`config.mk`:
```
export PLATFORM = sky130hd
export DESIGN_NAME = alu_result_seq_flat
export DESIGN_NICKNAME = d
export VERILOG_FILES = /design/src/rtl/alu_pkg.sv /design/src/rtl/alu_result_seq_if.sv /design/src/rtl/alu_result_seq_mul_core.sv /design/src/rtl/alu_result_seq.sv /design/src/flat_wrapper.sv
export SDC_FILE = /design/constraint.sdc
export NUM_CORES = 1
export LEC_CHECK = 0
export ABC_AREA = 1
export BUFFER_PORTS_ARGS = -buffer_cell sky130_fd_sc_hd__buf_4
export CAP_MARGIN = 20
export CORE_ASPECT_RATIO = 0.7
export CORE_MARGIN = 10
export CORE_UTILIZATION = 55
export CTS_BUF_LIST = sky130_fd_sc_hd__clkbuf_16
export DETAILED_ROUTE_END_ITERATION = 10
export GPL_TIMING_DRIVEN = 0
export PLACE_DENSITY = 0.82
export SKIP_CTS_REPAIR_TIMING = 1
export SYNTH_ARGS = -nofsm -noshare
export SYNTH_HDL_FRONTEND = slang
export SYNTH_SLANG_ARGS = --single-unit
export TNS_END_PERCENT = 1
```
`constraint.sdc`:
```
create_clock -name clk -period 13.2 [get_ports clk]
set_input_delay 3.96 -clock clk [delete_from_list [all_inputs] [get_ports clk]]
set_output_delay 3.96 -clock clk [all_outputs]
set_load 0.02 [all_outputs]
```
`src/rtl/alu_pkg.sv`:
```
// Opcode and FSM encodings shared by CPU decode and the ALU result sequencer.
package alu_pkg;

  localparam logic [2:0] SEL_AND = 3'd0;
  localparam logic [2:0] SEL_OR  = 3'd1;
  localparam logic [2:0] SEL_ADD = 3'd2;
  localparam logic [2:0] SEL_SLT = 3'd3;
  localparam logic [2:0] SEL_MUL = 3'd4;
  localparam logic [2:0] SEL_XOR = 3'd5;

  localparam logic [0:0] ST_IDLE = 1'b0;
  localparam logic [0:0] ST_MUL  = 1'b1;

  // Opcodes 6 and 7 are unassigned; everything else has a lane.
  function automatic logic sel_is_legal(input logic [2:0] sel);
    return (sel <= SEL_XOR);
  endfunction

endpackage

```
`src/rtl/alu_result_seq_if.sv`:
```
// Request/result bundle between the ALU lanes, the sequencer and writeback.
interface alu_result_seq_if #(
  parameter int WIDTH = 24
) ();

  logic             start;
  logic [2:0]       sel;
  logic [WIDTH-1:0] in_and;
  logic [WIDTH-1:0] in_or;
  logic [WIDTH-1:0] in_add;
  logic [WIDTH-1:0] in_slt;
  logic [WIDTH-1:0] in_xor;
  logic [WIDTH-1:0] mul_a;
  logic [WIDTH-1:0] mul_b;
  logic [WIDTH-1:0] result;
  logic             valid;
  logic             busy;
  logic             mul_ovf;
  logic             sel_err;

  modport master (
    output start, sel, in_and, in_or, in_add, in_slt, in_xor, mul_a, mul_b,
    input  result, valid, busy, mul_ovf, sel_err
  );

  modport slave (
    input  start, sel, in_and, in_or, in_add, in_slt, in_xor, mul_a, mul_b,
    output result, valid, busy, mul_ovf, sel_err
  );

endinterface

```
`src/rtl/alu_result_seq_mul_core.sv`:
```
// Iterative unsigned shift-add multiplier: one multiplier bit retired per clock,
// WIDTH clocks per product. prod_next is the accumulator value the current edge loads.
module seq_mul_core #(
  parameter int WIDTH = 24
) (
  input  logic                 clk,
  input  logic                 rst,
  input  logic                 load,
  input  logic [WIDTH-1:0]     a,
  input  logic [WIDTH-1:0]     b,
  output logic                 done,
  output logic [2*WIDTH-1:0]   prod_next
);

  localparam int CNT_W = $clog2(WIDTH);

  logic [WIDTH-1:0]   mcand;
  logic [WIDTH-1:0]   mplier;
  logic [2*WIDTH-1:0] acc;
  logic [CNT_W-1:0]   cnt;
  logic               run;
  logic [WIDTH:0]     sum;

  // Add into the high half with carry kept, then the whole {carry, acc} shifts right.
  always_comb begin
    sum       = {1'b0, acc[2*WIDTH-1:WIDTH]} + (mplier[0] ? {1'b0, mcand} : '0);
    prod_next = {sum, acc[WIDTH-1:1]};
  end

  assign done = run && (cnt == CNT_W'(WIDTH - 1));

  always_ff @(posedge clk or posedge rst) begin
    if (rst) begin
      mcand  <= '0;
      mplier <= '0;
      acc    <= '0;
      cnt    <= '0;
      run    <= 1'b0;
    end else if (load) begin
      mcand  <= a;
      mplier <= b;
      acc    <= '0;
      cnt    <= '0;
      run    <= 1'b1;
    end else if (run) begin
      acc    <= prod_next;
      mplier <= mplier >> 1;
      cnt    <= cnt + 1'b1;
      if (done) run <= 1'b0;
    end
  end

endmodule

```
`src/rtl/alu_result_seq.sv`:
```
// Registered ALU result selector: single-cycle lanes complete in one clock,
// MUL runs on the iterative core and completes WIDTH clocks after its start edge.
module alu_result_seq
  import alu_pkg::*;
#(
  parameter int WIDTH = 24
) (
  input  logic             clk,
  input  logic             rst,
  alu_result_seq_if.slave  bus
);

  logic [0:0]         state;
  logic [WIDTH-1:0]   result_q;
  logic               valid_q;
  logic               busy_q;
  logic               mul_ovf_q;
  logic               sel_err_q;

  logic               mul_load;
  logic               mul_done;
  logic [2*WIDTH-1:0] mul_prod_next;
  logic [WIDTH-1:0]   lane_val;

  assign mul_load = (state == ST_IDLE) && bus.start && (bus.sel == SEL_MUL);

  seq_mul_core #(.WIDTH(WIDTH)) u_mul (
    .clk       (clk),
    .rst       (rst),
    .load      (mul_load),
    .a         (bus.mul_a),
    .b         (bus.mul_b),
    .done      (mul_done),
    .prod_next (mul_prod_next)
  );

  // Illegal opcodes (and MUL, which never takes this path) yield zero.
  always_comb begin
    lane_val = '0;
    case (bus.sel)
      SEL_AND: lane_val = bus.in_and;
      SEL_OR:  lane_val = bus.in_or;
      SEL_ADD: lane_val = bus.in_add;
      SEL_SLT: lane_val = bus.in_slt;
      SEL_XOR: lane_val = bus.in_xor;
      default: lane_val = '0;
    endcase
  end

  always_ff @(posedge clk or posedge rst) begin
    if (rst) begin
      state     <= ST_IDLE;
      result_q  <= '0;
      valid_q   <= 1'b0;
      busy_q    <= 1'b0;
      mul_ovf_q <= 1'b0;
      sel_err_q <= 1'b0;
    end else begin
      valid_q   <= 1'b0;
      sel_err_q <= 1'b0;
      case (state)
        ST_IDLE: begin
          if (bus.start) begin
            if (bus.sel == SEL_MUL) begin
              state  <= ST_MUL;
              busy_q <= 1'b1;
            end else begin
              result_q  <= lane_val;
              valid_q   <= 1'b1;
              sel_err_q <= !sel_is_legal(bus.sel);
            end
          end
        end
        ST_MUL: begin
          // start is ignored here; only the core's final iteration ends the op.
          if (mul_done) begin
            result_q  <= mul_prod_next[WIDTH-1:0];
            mul_ovf_q <= |mul_prod_next[2*WIDTH-1:WIDTH];
            valid_q   <= 1'b1;
            busy_q    <= 1'b0;
            state     <= ST_IDLE;
          end
        end
        default: state <= ST_IDLE;
      endcase
    end
  end

  assign bus.result  = result_q;
  assign bus.valid   = valid_q;
  assign bus.busy    = busy_q;
  assign bus.mul_ovf = mul_ovf_q;
  assign bus.sel_err = sel_err_q;

endmodule

```
`src/flat_wrapper.sv`:
```
// flat-port wrapper written by rule: the top's interface ports become plain ports
module alu_result_seq_flat import alu_pkg::*;
#(
  parameter int WIDTH = 24
)
  (clk, rst, bus_start, bus_sel, bus_in_and, bus_in_or, bus_in_add, bus_in_slt, bus_in_xor, bus_mul_a, bus_mul_b, bus_result, bus_valid, bus_busy, bus_mul_ovf, bus_sel_err);
  alu_result_seq_if #(.WIDTH(WIDTH)) bus_i ();
  input  logic clk;
  input  logic rst;
  input wire logic [$bits(bus_i.start)-1:0] bus_start;
  input wire logic [$bits(bus_i.sel)-1:0] bus_sel;
  input wire logic [$bits(bus_i.in_and)-1:0] bus_in_and;
  input wire logic [$bits(bus_i.in_or)-1:0] bus_in_or;
  input wire logic [$bits(bus_i.in_add)-1:0] bus_in_add;
  input wire logic [$bits(bus_i.in_slt)-1:0] bus_in_slt;
  input wire logic [$bits(bus_i.in_xor)-1:0] bus_in_xor;
  input wire logic [$bits(bus_i.mul_a)-1:0] bus_mul_a;
  input wire logic [$bits(bus_i.mul_b)-1:0] bus_mul_b;
  output wire logic [$bits(bus_i.result)-1:0] bus_result;
  output wire logic [$bits(bus_i.valid)-1:0] bus_valid;
  output wire logic [$bits(bus_i.busy)-1:0] bus_busy;
  output wire logic [$bits(bus_i.mul_ovf)-1:0] bus_mul_ovf;
  output wire logic [$bits(bus_i.sel_err)-1:0] bus_sel_err;
  assign bus_i.start = bus_start;
  assign bus_i.sel = bus_sel;
  assign bus_i.in_and = bus_in_and;
  assign bus_i.in_or = bus_in_or;
  assign bus_i.in_add = bus_in_add;
  assign bus_i.in_slt = bus_in_slt;
  assign bus_i.in_xor = bus_in_xor;
  assign bus_i.mul_a = bus_mul_a;
  assign bus_i.mul_b = bus_mul_b;
  assign bus_result = bus_i.result;
  assign bus_valid = bus_i.valid;
  assign bus_busy = bus_i.busy;
  assign bus_mul_ovf = bus_i.mul_ovf;
  assign bus_sel_err = bus_i.sel_err;
  alu_result_seq #(.WIDTH(WIDTH)) u_core (.clk(clk), .rst(rst), .bus(bus_i));
endmodule
```
* Word level (Yosys, flattened, before mapping)
Index checks and enable logic that the tools add are counted.
Operators by class: order comparisons 1, bitwise operators 1, mux-type cells 29, add/subtract/negate cells 2, reductions and logical operators 10, eq/ne operators 10
Operator list (count):
- $mux W24 | 6
- $pmux W24 S5 | 1
- $mux W48 | 2
- $pmux W24 S2 | 1
- $add A24 B25 Y25 | 1
- $reduce_or A24 Y1 | 1
- $mux W1 | 14
- $mux W5 | 2
- $ne A2 B2 Y1 const B | 4
- $eq A3 B2 Y1 const B | 2
- $eq A3 B3 Y1 const B | 2
- $pmux W1 S2 | 3
- $reduce_and A3 Y1 | 2
- $add A5 B1 Y5 const B | 1
- $eq A5 B5 Y1 const B | 1
- $eq A3 B1 Y1 const B | 1
- $le A3 B3 Y1 const B | 1
- $logic_and A1 B1 Y1 | 3
- $logic_not A3 Y1 | 1
- $reduce_and A2 Y1 | 1
- $reduce_bool A2 Y1 | 1
- $logic_not A1 Y1 | 1
- $not A1 Y1 | 1
Word-level totals: output and inout bits 28, bits in registers 131, bits of input ports 174, logic and storage cells 64

* Depth between registers and ports, before layout
depth after elaboration 5, gate-level depth with buffers 22, depth with buffers taken out 19

* Hierarchy
A second synthesis with hierarchy kept.
Unflattened totals: cells, all modules 1272, area total of the unflattened synthesis 9093.7 µm²
Modules (own cells, without submodules):
- seq_mul_core | times used 1, cells each 856, area an instance 6195.9 µm², seq. area each 2527.4 µm²
- alu_result_seq | times used 1, cells each 416, area an instance 2897.8 µm², seq. area each 725.7 µm²

* Worst setup path before layout
No wires, ideal clock.
path kind input to register, start in bus_sel[2], end reg u_core.result_q[8] (netlist: u_core.bus.result[8]), required time 13.062 ns, path buffers 3, arrival time 4.932 ns, slack 8.130 ns, setup time 0.138 ns, stages 8, cell sequence buf_4 -> inv_2 -> buf_4 -> nand3_1 -> buf_2 -> o22ai_1 -> o21ai_0 -> a31oi_1
On the way: word-level cells in the longest chain between the ends 5, elaborated cells on any way between the ends 12, those cells by class 6 x eq/ne; 4 x mux; 2 x reduce/logical
RTL lines:
- start, declared | line flat_wrapper.sv:11 | input wire logic [$bits(bus_i.sel)-1:0] bus_sel;
- $eq A3 B3 Y1 (tied with other cells) | line alu_result_seq.sv:40 | case (bus.sel)
- $pmux W24 S5 | line alu_result_seq.sv:40
- $mux W24 | line alu_result_seq.sv:64 | if (bus.sel == SEL_MUL) begin
- $mux W24 | line alu_result_seq.sv:63 | if (bus.start) begin
- $pmux W24 S2 | line alu_result_seq.sv:61 | case (state)
- end signal, assigned | line alu_result_seq.sv:68 | result_q <= lane_val;
- end signal, assigned | line alu_result_seq.sv:77 | result_q <= mul_prod_next[WIDTH-1:0];
- end, declared | line alu_result_seq.sv:14 | logic [WIDTH-1:0] result_q;
Parallel ways exist; a longest one is shown, timed or not. The select of a mux whose other input is x is not followed. A chain may end at the register's enable or synchronous reset.

* Worst setup path after layout
start in bus_sel[0], end reg u_core.result_q[13] (netlist: u_core.bus.result[13])
The elaborated chain is that of the path after synthesis.

==> impl_metrics.toml <==
[synth]
synth_area_leaders = "dfrtp_1, nand2_1, inv_1, ha_1, nand3_1"
synth.avg_cell_area_um2 = 7.00
syn_area_um2 = 8120
synth_top_area_cell = "dfrtp_1"
ys_warn_count = 0
synth_seq_cells = 130
synth_nets = 1360
yosysUniqueCellTypes = 35
syn_inst = 1160
netlist.area_leader.share_pct = 40.1
synth_seq_area_share_pct = 40.1

[worst_setup_path]
start_kind = "input pin"
required_ps = 13480
critPathKind = "input pin to flip-flop"
r2r-end = "u_core.bus.mul_ovf$_DFFE_PP0P_"
crit_top_cell = "o21ai_0"
r2r_slack_ps = 9880
crit_fanout = 10
crit_path_top_delay_cell = "o21ai_0"
rr_worst_depth = 19
worstPathArrival_ps = 5900
path_delay_family = "compound AO/OA/AOI/OAI gates"
critical-path-max-stage-delay_ps = 530
cp_cell_sequence = "buf_4 > buf_2 > nand3_1 > clkbuf_1 > o21ai_0 > o21ai_0 > a31oi_1"
reg2reg_from = "u_core.u_mul.mplier[0]$_DFFE_PP0P_"
cp_num_buf_inv = 3
worst_setup_path_end_kind = "flip-flop"

[sta]
slew_violations = 0
period_share_pct = 42.6
finalSetupViolCount = 0
worst_pin_slew_ps = 653
fmax_mhz = 178
final_hold_viol_count = 0
period_needed_ps = 5620
fin_tns_setup_ps = 0
clock_skew_ps = 18.8
rsz0062_at_grt = "no"
maxSlewHeadroom_pct = 56.5

[final_layout]
areaGrowthSynthToFinish_pct = 29.2
nFillCells = 1193
layout.cells.most_common_list = "nand2_1, buf_4, inv_1"
layout_commonest_cell = "nand2_1"
final_cell_area_um2 = 10500
diodes = 0
final_cells = 1589
post-route-util_pct = 72.0
nets = 1581
drive_gt1_share_pct = 22.3

[clocking]
clk_pin_slew_worst_paths_ps = 70
clk_latency_ps = 430
cts_buffers = 17
cts-root-buf = "clkbuf_16"
cts.path.max_buffers = 2
ctsHtreeMaxLevel = 4
cts_tree = "done"
cts_sinks = 130

[floorplanning]
core.rowCount = 37
die_y_um = 122
die_w_um = 165
dieArea_um2 = 20100
core_um2 = 14600
initial_core_util_pct = 55.7
io_pins = 202

[route]
drcViolationCount = 0
avgRoutedWirePerCell_um = 18.2
drt-total-wl_mm = 29.0
drt_iter0_drc = 1013
vias_per_cell = 5.51
ant_nets = 0
drt-pass1-iter-count = 6
vias = 8754

[global_routing]
grt-ovfl-total = 0
track_usage_pct = 28.3
grt_pass1_vias = 8119
grt_max_degree = 67
antenna_found_initial = 0
grt_pass1_wl_mm = 44.4

[pwr]
vdd_drop_max_mv = 0.100
switching_share_pct = 43.1
intPower_w = 0.00109
p_per_area_nw_per_um2 = 183
p_sw_w = 0.000829
combPwrFrac_pct = 42.4
clkPwrFrac_pct = 24.6
power_w = 0.00192
power_frac_seq_pct = 33.0
power.leakage_nw = 5.63

[placement]
port_buffers = 201
gp_congestion = 0.987
dp.cells = 1557
place_area_um2 = 9910
dp_hpwl_mm = 22.4

[job]
cap_violations = 0

[min_path]
hold_depth = 2
hold_path.class = "flip-flop to flip-flop"
worstHoldEndpoint = "u_core.u_mul.mcand[17]$_DFFE_PP0P_"
hold_path.startpoint = "u_core.u_mul.mcand[17]$_DFFE_PP0P_"

[outcome]
status = "complete, no violations"
==> layout make-up <==
cell class	count	area, um^2	area share [%]
timing repair buffer	202	1540	14.6
tap	195	244	2.33
buffer	48	241	2.30
clock buffer	17	425	4.05
multi-input combinational	807	3970	37.8
clock inverter	15	161	1.54
inverter	175	662	6.31
sequential	130	3250	31.0
==> metrics by stage <==
stage | worst slack [ps] | hold WS, ps
4_1_cts | 7700 | 478
3_5_place_dp | 7260 | 460
5_1_grt | 7600 | 498
3_3_place_gp | 4320 | 451
2_1_floorplan | 5770 | 433
6_report | 7580 | 477
==> flip-flops by register name, indices dropped and copies added, names as in the netlist <==
register,cells
u_core.bus.busy,1
u_core.bus.mul_ovf,1
u_core.bus.result,24
u_core.bus.sel_err,1
u_core.bus.valid,1
u_core.state,1
u_core.u_mul.acc,47
u_core.u_mul.cnt,5
u_core.u_mul.mcand,24
u_core.u_mul.mplier,24
u_core.u_mul.run,1
==> power groups by stage <==
stage	Clock [W]	Sequential (W)	Combinational, W
2_1_floorplan	0	0.000670	0.000460
3_3_place_gp	0	0.000631	0.000775
3_5_place_dp	0	0.000635	0.000796
4_1_cts	0.000472	0.000631	0.000805
5_1_grt	0.000491	0.000652	0.000892
6_report	0.000472	0.000635	0.000815
==> Yosys cell counts (all sizes together) <==
library cell  number
a21oi             20
a221oi             1
a22o               8
a31oi             24
and2               1
buf               29
clkbuf            19
dfrtp            130
fa                 1
ha                25
inv              175
nand2            432
nand3             63
nand3b             9
nand4             25
nor2              66
nor3              10
nor3b              1
o211ai            13
o21ai             67
o21bai             2
o221ai             8
o22ai             29
xnor2              1
xor2               1
==> cells by family (layout without fill, tap and decap cells) <==
logic type / Yosys count / after routing / share of synthesized area (%)
fa+ha+maj: 26 / 26 / 4.10
flops: 130 / 130 / 40.1
xor+xnor: 2 / 2 / 0.216
buf+inv: 223 / 457 / 11.1
compound gates: 172 / 172 / 12.7
simple gates: 607 / 607 / 31.8
==> worst max-delay path by stage <==
stage	slack (ps)	startpoint	end	cells after the start
after CTS	7700	bus_sel[0]	u_core.bus.result[13]$_DFFE_PP0P_	7
after detailed placement	7260	bus_sel[0]	u_core.bus.result[13]$_DFFE_PP0P_	7
after global placement	4320	rst	u_core.u_mul.mcand[7]$_DFFE_PP0P_	2
after floorplan	5770	rst	u_core.bus.busy$_DFFE_PP0P_	1
after global routing	7600	bus_sel[0]	u_core.bus.result[13]$_DFFE_PP0P_	7
final	7580	bus_sel[0]	u_core.bus.result[13]$_DFFE_PP0P_	7
==> layer usage <==
| metal | wire, um | vias to the layer above | track usage (%) |
|---|---|---|---|
| li1 | - | 4167 | - |
| met4 | 374 | 0 | 5.74 |
| met5 | 0 | - | 0 |
| met3 | 3190 | 40 | 6.98 |
| met1 | 13500 | 4067 | 43.0 |
| met2 | 12000 | 480 | 39.9 |
==> worst reg2reg max path, stage by stage, from the launching register on <==
cell and delay [ps]:
dfrtp_1 320, clkbuf_1 350, clkbuf_1 540, nand2_1 110
inv_1 80, ha_1 230, fa_1 300, nand2_1 80
nand2_1 110, nand3_1 90, nand2_1 180, nand2_1 80
nand2_1 80, nand3_1 110, nor2_1 140, nand3_1 110
nor2_1 140, nand3_1 90, nand2_1 60, inv_1 40
(Power assumes the default switching activity.)
